===== config.mk =====
export PLATFORM = sky130hd
export DESIGN_NAME = sr_original
export DESIGN_NICKNAME = d
export VERILOG_FILES = /design/src/rtl/sr_original_pkg.sv /design/src/rtl/sr_row_reg.sv /design/src/rtl/sr_original.sv
export SDC_FILE = /design/constraint.sdc
export NUM_CORES = 1
export LEC_CHECK = 0
export BUFFER_PORTS_ARGS = -buffer_cell sky130_fd_sc_hd__buf_2
export CAP_MARGIN = 20
export CORE_ASPECT_RATIO = 0.7
export CORE_MARGIN = 2
export CORE_UTILIZATION = 37
export CTS_CLUSTER_DIAMETER = 40
export DETAILED_ROUTE_END_ITERATION = 16
export PLACE_DENSITY = 0.64
export SYNTH_ARGS = -nofsm -noshare
export SYNTH_HDL_FRONTEND = slang
export SYNTH_HIERARCHICAL = 1
export SYNTH_SLANG_ARGS = --single-unit

===== constraint.sdc =====
create_clock -name clock -period 1 [get_ports clock]
set_clock_uncertainty 0.05 [all_clocks]
set_input_delay 0.1 -clock clock [delete_from_list [all_inputs] [get_ports clock]]
set_output_delay 0.1 -clock clock [all_outputs]
set_load 0.01 [all_outputs]

===== src/rtl/sr_original_pkg.sv =====
`default_nettype none
// ============================================================================
//  Module      : sr_original_pkg
//  Description : Shared constants and types for the FME 8x8 pixel row bank.
//  Revision    : 1.0 - initial release
// ============================================================================
package sr_original_pkg;

   localparam int DATAWIDTH_DEFAULT = 8;   // bits per pixel
   localparam int ROWS              = 8;   // rows held in the bank
   localparam int COLS              = 8;   // pixels per row

   // One row at the default pixel width; element 0 is the leftmost pixel.
   typedef logic [COLS-1:0][DATAWIDTH_DEFAULT-1:0] row_t;

endpackage : sr_original_pkg
`default_nettype wire


===== src/rtl/sr_row_reg.sv =====
`default_nettype none
// ============================================================================
//  Module      : sr_row_reg
//  Description : One 8-pixel row register with synchronous active-low reset
//                and a load enable. Chained eight times to form the bank.
//  Revision    : 1.0 - initial release
// ============================================================================
module sr_row_reg
   import sr_original_pkg::*;
#(
   parameter int DATAWIDTH = DATAWIDTH_DEFAULT
) (
   input  logic                           clock,
   input  logic                           reset,
   input  logic                           i_enable,
   input  logic [COLS-1:0][DATAWIDTH-1:0] i_row,
   output logic [COLS-1:0][DATAWIDTH-1:0] o_row
);

   logic [COLS-1:0][DATAWIDTH-1:0] r_row;

   // Clear on reset, otherwise capture the incoming row when enabled.
   always_ff @(posedge clock) begin
      if (!reset) begin
         r_row <= '0;
      end else if (i_enable) begin
         r_row <= i_row;
      end
   end

   assign o_row = r_row;

endmodule : sr_row_reg
`default_nettype wire


===== src/rtl/sr_original.sv =====
`default_nettype none
// ============================================================================
//  Module      : sr_original
//  Description : 8x8 pixel row-bank shift register. Load mode shifts a new
//                row in at r0; read mode rotates r7 back into r0. The two
//                oldest rows (r7, r6) are presented every cycle.
//  Revision    : 1.0 - initial release
// ============================================================================
module sr_original
   import sr_original_pkg::*;
#(
   parameter int DATAWIDTH = DATAWIDTH_DEFAULT
) (
   input  logic                 clock,
   input  logic                 reset,
   input  logic                 enable,
   input  logic                 enable_read,
   input  logic [DATAWIDTH-1:0] in_0,
   input  logic [DATAWIDTH-1:0] in_1,
   input  logic [DATAWIDTH-1:0] in_2,
   input  logic [DATAWIDTH-1:0] in_3,
   input  logic [DATAWIDTH-1:0] in_4,
   input  logic [DATAWIDTH-1:0] in_5,
   input  logic [DATAWIDTH-1:0] in_6,
   input  logic [DATAWIDTH-1:0] in_7,
   output logic [DATAWIDTH-1:0] out_0,
   output logic [DATAWIDTH-1:0] out_1,
   output logic [DATAWIDTH-1:0] out_2,
   output logic [DATAWIDTH-1:0] out_3,
   output logic [DATAWIDTH-1:0] out_4,
   output logic [DATAWIDTH-1:0] out_5,
   output logic [DATAWIDTH-1:0] out_6,
   output logic [DATAWIDTH-1:0] out_7,
   output logic [DATAWIDTH-1:0] out_8,
   output logic [DATAWIDTH-1:0] out_9,
   output logic [DATAWIDTH-1:0] out_10,
   output logic [DATAWIDTH-1:0] out_11,
   output logic [DATAWIDTH-1:0] out_12,
   output logic [DATAWIDTH-1:0] out_13,
   output logic [DATAWIDTH-1:0] out_14,
   output logic [DATAWIDTH-1:0] out_15
);

   // w_d[i] feeds row register i, w_q[i] is its stored value.
   logic [COLS-1:0][DATAWIDTH-1:0] w_d [ROWS];
   logic [COLS-1:0][DATAWIDTH-1:0] w_q [ROWS];
   logic [COLS-1:0][DATAWIDTH-1:0] w_in_row;

   // in_0 lands in element 0 so it stays the leftmost pixel.
   assign w_in_row = {in_7, in_6, in_5, in_4, in_3, in_2, in_1, in_0};

   // Head of the chain: new row in load mode, recirculated oldest row in read mode.
   assign w_d[0] = enable_read ? w_q[ROWS-1] : w_in_row;

   generate
      for (genvar gi = 1; gi < ROWS; gi++) begin : g_chain
         assign w_d[gi] = w_q[gi-1];
      end

      for (genvar gr = 0; gr < ROWS; gr++) begin : g_rows
         sr_row_reg #(
            .DATAWIDTH (DATAWIDTH)
         ) u_row (
            .clock    (clock),
            .reset    (reset),
            .i_enable (enable),
            .i_row    (w_d[gr]),
            .o_row    (w_q[gr])
         );
      end
   endgenerate

   // Oldest row on out_0..7, second-oldest on out_8..15, straight from registers.
   assign out_0  = w_q[ROWS-1][0];
   assign out_1  = w_q[ROWS-1][1];
   assign out_2  = w_q[ROWS-1][2];
   assign out_3  = w_q[ROWS-1][3];
   assign out_4  = w_q[ROWS-1][4];
   assign out_5  = w_q[ROWS-1][5];
   assign out_6  = w_q[ROWS-1][6];
   assign out_7  = w_q[ROWS-1][7];
   assign out_8  = w_q[ROWS-2][0];
   assign out_9  = w_q[ROWS-2][1];
   assign out_10 = w_q[ROWS-2][2];
   assign out_11 = w_q[ROWS-2][3];
   assign out_12 = w_q[ROWS-2][4];
   assign out_13 = w_q[ROWS-2][5];
   assign out_14 = w_q[ROWS-2][6];
   assign out_15 = w_q[ROWS-2][7];

endmodule : sr_original
`default_nettype wire


== After elaboration in Yosys (flattened, before gate mapping) ==
Cells that the tools add are included.

* Register bits after elaboration: 512
* Input port bits: 68
* Output and inout bits: 128
* Word-level logic and storage cells: 65

* Muxes and demuxes: 1

{| class="wikitable"
|+ Operators by type and width
! operator !! count
|-
| $mux W64 || 1
|}

== Depth between registers and ports, before layout ==
Gate-level depths: netlist (run 1).

* Depth in word-level cells: 1
* Mapped depth: 5
* Mapped depth without buffers: 3

== By module ==
The synthesis (run 1) kept the hierarchy.

{| class="wikitable"
|+ Modules (own cells, without submodules)
! module !! times used !! cells an instance !! area each (sq um)
|-
| sr_row_reg || 8 || 206 || 2451.1
|-
| sr_original || 1 || 71 || 1077.3
|}

== Least setup slack after synthesis (run 1) ==
Ideal clock, no wire load.

* Path kind: input-to-reg
* Start: in enable_read
* End: reg g_rows[0].u_row.r_row, in the netlist g_rows[0].u_row/o_row[47]
* Library setup time: 0.116 ns
* Arrival time: 0.878 ns
* Required time: 0.834 ns
* Setup slack: -0.044 ns
* Stages: 5
* Buffers on the path: 2
* Path through: buf_6 -> buf_12 -> mux2_4 -> mux2i_1 -> nor2b_1

{| class="wikitable"
|+ RTL lines
! element !! RTL line !! source
|-
| from (decl) || sr_original.sv:17 || <nowiki>input logic enable_read,</nowiki>
|-
| to (signal assigned) || sr_row_reg.sv:27 || <nowiki>r_row <= i_row;</nowiki>
|-
| to (decl) || sr_row_reg.sv:20 || <nowiki>logic [COLS-1:0][DATAWIDTH-1:0] r_row;</nowiki>
|}

== Worst setup path after layout (run 1) ==
* Start: reg g_rows[7].u_row.r_row, in the netlist g_rows[7].u_row/o_row[21]
* End: out out_2[5]

{| class="wikitable"
|+ RTL lines
! element !! RTL line !! source
|-
| from (decl) || sr_row_reg.sv:20 ||
|-
| from (signal assigned) || sr_row_reg.sv:27 ||
|-
| to (decl) || sr_original.sv:28 || <nowiki>output logic [DATAWIDTH-1:0] out_2,</nowiki>
|}

No word-level cell between the ends.

==> results of run 1 <==
==> per-layer routing <==
layer	wire, um	track usage [%]	share of wire, %	vias up
li1	-	-	-	6646
met1	21600	20.4	48	6285
met2	20500	24.1	46	206
met3	1810	3.84	4.0	81
met4	1010	4.41	2.2	0
met5	0	0	0	-
==> worst max-delay path, cell delays in order, from the launching register on <==
cell     delay [ns]
dfxtp_4        0.35
buf_6          0.11
buf_6          0.11
==> cell usage after synthesis (all sizes together) <==
| cell type | number | share of area [%] |
|---|---|---|
| buf | 63 | 4.6 |
| nor2b | 512 | 15 |
| clkbuf | 56 | 1.1 |
| dfxtp | 512 | 50 |
| mux2i | 512 | 25 |
| mux2 | 64 | 4.6 |
==> path summary, 6_finish.rpt <==
kind | from | depth (start not counted) | end
worst max-delay path | g_rows[7].u_row/o_row[21]$_SDFFE_PN0P_ | 2 | out_2[5]
worst min-delay path | enable | 4 | g_rows[5].u_row/o_row[36]$_SDFFE_PN0P_
worst max register to register | g_rows[7].u_row/o_row[16]$_SDFFE_PN0P_ | 5 | g_rows[0].u_row/o_row[16]$_SDFFE_PN0P_
worst min register to register | g_rows[3].u_row/o_row[33]$_SDFFE_PN0P_ | 2 | g_rows[4].u_row/o_row[33]$_SDFFE_PN0P_
==> repair_timing <==
item,CTS,global route
gates resized for setup,357,51
endpoints found under the setup margin,131,304
cloned,0,1
endpoints found under the hold margin,104,1
buffers inserted,121,47
hold buffers,67,2
==> power by group <==
part | internal, mW | switching, mW
clock | 16.8 | 9.26
sequential | 20.5 | 0.116
combinational | 1.64 | 1.22
total | 38.9 | 10.6
==> kinds of logic after synthesis <==
logic type / after synthesis / synth area share [%]
buf+inv: 119 / 5.62
mux: 576 / 29.3
flops: 512 / 49.5
simple gates: 512 / 15.5
==> stage by stage <==
stage                     cells  hold slack (ns)  total power [mW]  utilization (%)  setup WS [ns]
after floorplan            1719            0.342              23.3                -        0.00473
after global placement     2620            0.428              23.7             40.7         -0.239
final                      2950           0.0197              49.5             50.8         -0.305
after global routing       2949          0.00545              51.3             50.8         -0.349
after CTS                  2925          0.00905              50.2             50.3         -0.335
after detailed placement   2620            0.438              23.8             40.7         -0.280
==> area by class of cell <==
cell class	instances	area [um2]	area share (%)
tap	740	926	3.30
clock inverter	32	518	1.85
antenna	1	2.50	0.00892
timing repair buffer	490	4890	17.4
clock buffer	87	1950	6.95
multi-input combinational	1088	9300	33.1
sequential	512	10500	37.3
==> reports/metrics.csv, run 1 <==
metric;value;unit
status;finished with violations;
failing checks;negative setup slack;
standard-cell rows;72;
TritonCTS clock tree;yes;
Yosys reg bits;512;
I/O pin total;196;
number of standard cells after synthesis;1719;
I/O Buffers;195;
First DRT Iteration DRCs;509;
Total GRT Usage;15.2;%
share of cells above drive strength 1;33.0;%
final setup margin;-0.305;ns
critical setup path kind;flop to output port;
WL per Instance;15.2;um
root buffer cell;clkbuf_16;
Power Density;1770;mW/mm2
Worst VDD drop;1.36;mV
initial antenna violation count;0;
synth warn;6;
area grow syn2layout;35.6;%
CP Capture Type;output port;
most common cell after layout, fill and taps aside;nor2b_1;
Largest register FFs;512;
max_cap viols;0;
Netlist cell types;10;
min cycle time layout;1.31;ns
Vert. Die Dim;202;um
clock tree buffer depth;3;
number of global-route vias before repair;13300;
Worst Path Required;0.85;ns
syn_area_per_cell;12.0;um2
pin count of the biggest net entering global routing;77;
CP arrival;1.16;ns
nets@finish;2226;
RD Place Congestion;0.758;
net count after synthesis;1787;
final worst-path cycle share;131;%
full die area;0.0578;mm2
HP Class;input port to flop;
cts bufs inserted;66;
reg2reg setup slack;-0.21;ns
Leakage;12.1;nW
Setup TNS;-33.64;ns
Seq/Total Area, Yosys;49.5;%
vias per cell;4.48;
Slew @ Worst Pin;0.263;ns
CTS clock-pin slew for the worst setup and hold paths;0.06;ns
unrepaired setup endpoints after global routing;true;
Final Max Slew Viols;0;
post-synthesis cell area;0.0207;mm2
Max-slew headroom;82.4;%
WL final;44900;um
Max FO, Critical Path;2;
Final Hold Fails;0;
clk sinks;512;
fillers;4707;
first-pass GRT wire length;71000;um
first drt pass iteration count;4;
routed vias;13200;
overflow left after global routing;0;
critical path launch point type;flop;
clock latency on the worst-skew pair;0.59;ns
most frequent cells in the layout;nor2b_1 (512), mux2i_1 (510), dfxtp_1 (384);
fmax;0.766;GHz
Final setup viols;216;
Core ar.;0.0552;mm2
Design Area, Final;0.0281;mm2
remaining antenna violation count;0;
die width;287;um
placed cell areas;0.0224;mm2
Initial Util;37.5;%
CTS H-tree lvls;3;
Post-DP HPWL;25900;um
residual DRC count;0;
(Power assumes the default switching activity.)
==> inputs of run 2 (changes only) <==
--- a/config.mk
+++ b/config.mk
@@ -13,6 +13,7 @@
 export CTS_CLUSTER_DIAMETER = 40
 export DETAILED_ROUTE_END_ITERATION = 16
 export PLACE_DENSITY = 0.64
+export RECOVER_POWER = 50
 export SYNTH_ARGS = -nofsm -noshare
 export SYNTH_HDL_FRONTEND = slang
 export SYNTH_HIERARCHICAL = 1
==> run 2 against run 1 <==
Against the previous run: the run still ends with negative setup slack left; total power is essentially flat; final area down 0.12%; register-to-register slack about the same; sequential share of layout area barely moved; non-clock buffer count unchanged; sequential cell count is the same; clock power about the same; worst setup slack hardly changed; largest cell class unchanged.
==> reports/metrics.csv, run 2 (same netlist as run 1, synthesis figures left out) <==
metric;value;unit;change
First DRT Iteration DRCs;514;;+0.98%
Setup TNS;-33.75;ns;-0.106 ns
remaining antenna violation count;0;;unchanged
DP Worst Slack;-0.280;ns;unchanged
Max-slew headroom;76.4;%;-6.0 points
CP Capture Type;output port;;
Largest register FFs;512;;unchanged
final setup margin;-0.305;ns;-0.0000300 ns
CP top delay family;flip-flops;;
most frequent cells in the layout;nor2b_1 (512), mux2i_1 (510), dfxtp_1 (386);;
Core ar.;0.0552;mm2;unchanged
status;finished with violations;;
I/O pin total;196;;unchanged
WHS Path Cells;4;;unchanged
min cycle time layout;1.31;ns;+0.0000300 ns
full die area;0.0578;mm2;unchanged
Slew @ Worst Pin;0.353;ns;+0.0901 ns
clock tree buffer depth;3;;unchanged
share of cells above drive strength 1;32.9;%;-0.091 points
Multi-input gate area;0.00930;mm2;unchanged
register area;0.0105;mm2;about the same
unrepaired setup endpoints after global routing;true;;
pin count of the biggest net entering global routing;77;;unchanged
Final Hold Fails;0;;unchanged
Final Power;49.5;mW;about the same
RD Place Congestion;0.758;;unchanged
Power Density;1770;mW/mm2;about the same
standard-cell rows;72;;unchanged
dpl cells;2620;;unchanged
WL final;44900;um;+0.12%
nets@finish;2226;;unchanged
worst hold margin;0.0193;ns;-0.000318 ns
slowest stage cell, crit path;dfxtp_4;;
number of global-route vias before repair;13300;;unchanged
initial antenna violation count;0;;unchanged
cts bufs inserted;66;;unchanged
CP arrival;1.16;ns;about the same
CTS clock-pin slew for the worst setup and hold paths;0.06;ns;about the same
Max FO, Critical Path;2;;unchanged
Final Max Slew Viols;0;;unchanged
Worst VDD drop;1.36;mV;about the same
Total GRT Usage;15.2;%;unchanged
failing checks;negative setup slack;;
most frequent CP cell;buf_6;;
critical path launch point type;flop;;
reg2reg setup slack;-0.21;ns;about the same
Crit. path cell count;2;;unchanged
CTS H-tree lvls;3;;unchanged
WL per Instance;15.2;um;+0.12%
routed vias;13200;;-0.076%
CP peak stage delay;0.35;ns;about the same
WP buf/inv;2;;unchanged
Design Area, Final;0.0280;mm2;-0.12%
Vert. Die Dim;202;um;unchanged
placed cell areas;0.0224;mm2;unchanged
max_cap viols;0;;unchanged
clk sinks;512;;unchanged
first drt pass iteration count;4;;unchanged
final worst-path cycle share;131;%;about the same
CP cell instances;buf_6 -> buf_6;;
Leakage;12.1;nW;-0.12%
most common cell after layout, fill and taps aside;nor2b_1;;
HP Class;input port to flop;;
final core occ;50.7;%;-0.061 points
vias per cell;4.48;;about the same
overflow left after global routing;0;;unchanged
root buffer cell;clkbuf_16;;
Final setup viols;233;;+7.9%
Worst R2R Path Depth;5;;unchanged
area grow syn2layout;35.5;%;
residual DRC count;0;;unchanged
Initial Util;37.5;%;unchanged
Post-DP HPWL;25900;um;unchanged
Worst Path Required;0.85;ns;about the same
clock latency on the worst-skew pair;0.59;ns;about the same
fillers;4713;;+0.13%
fmax;0.766;GHz;about the same
first-pass GRT wire length;71000;um;unchanged
I/O Buffers;195;;unchanged
critical setup path kind;flop to output port;;
TritonCTS clock tree;yes;;
Non-Filler Instances;2950;;unchanged
die width;287;um;unchanged
==> run 2: cell types whose count changed in the layout (fill, tap and decap cells not counted), moves of 2 or more <==
cell,previous run,this run
buf_4,117,111
clkbuf_4,0,4
dfxtp_2,101,99
clkbuf_2,0,2
dfxtp_1,384,386
==> run 2: where the power goes <==
group | switching, mW | internal, mW
sequential | 0.117 | 20.5
combinational | 1.22 | 1.63
clock | 9.27 | 16.8
total | 10.6 | 38.9
==> run 2: per-layer routing <==
| metal | global-route usage [%] | routed length [um] |
|---|---|---|
| met1 | 20.4 | 21700 |
| met2 | 24.1 | 20500 |
| met3 | 3.84 | 1770 |
| met4 | 4.41 | 1000 |
| met5 | 0 | 0 |
==> run 2: worst reg2reg max path, stage by stage, from the launching register on <==
cell     delay, ns
dfxtp_4       0.34
buf_4         0.13
buf_6         0.12
mux2_4        0.25
mux2i_1       0.14
nor2b_1       0.07
==> run 2: area by class of cell <==
class	count	area share, %
clock buffers	87	6.96
flip-flops and latches	512	37.4
well taps	740	3.30
clock inverters	32	1.85
repair buffers	490	17.3
diodes	1	0.00893
multi-input cells	1088	33.2
==> run 2: final timing paths <==
path	startpoint	endpoint
worst max-delay path	g_rows[7].u_row/o_row[21]$_SDFFE_PN0P_	out_2[5]
worst min-delay path	enable	g_rows[5].u_row/o_row[36]$_SDFFE_PN0P_
worst max register to register	g_rows[7].u_row/o_row[16]$_SDFFE_PN0P_	g_rows[0].u_row/o_row[16]$_SDFFE_PN0P_
worst min register to register	g_rows[3].u_row/o_row[33]$_SDFFE_PN0P_	g_rows[4].u_row/o_row[33]$_SDFFE_PN0P_
==> run 2: repair_timing <==
action,4_1_cts,5_1_grt
hold buffers,67,2
pin swaps,0,0
setup buffers,121,47
endpoints found under the hold margin,104,1
setup endpoints to repair,131,304
gates resized for setup,357,51
gates cloned,0,1
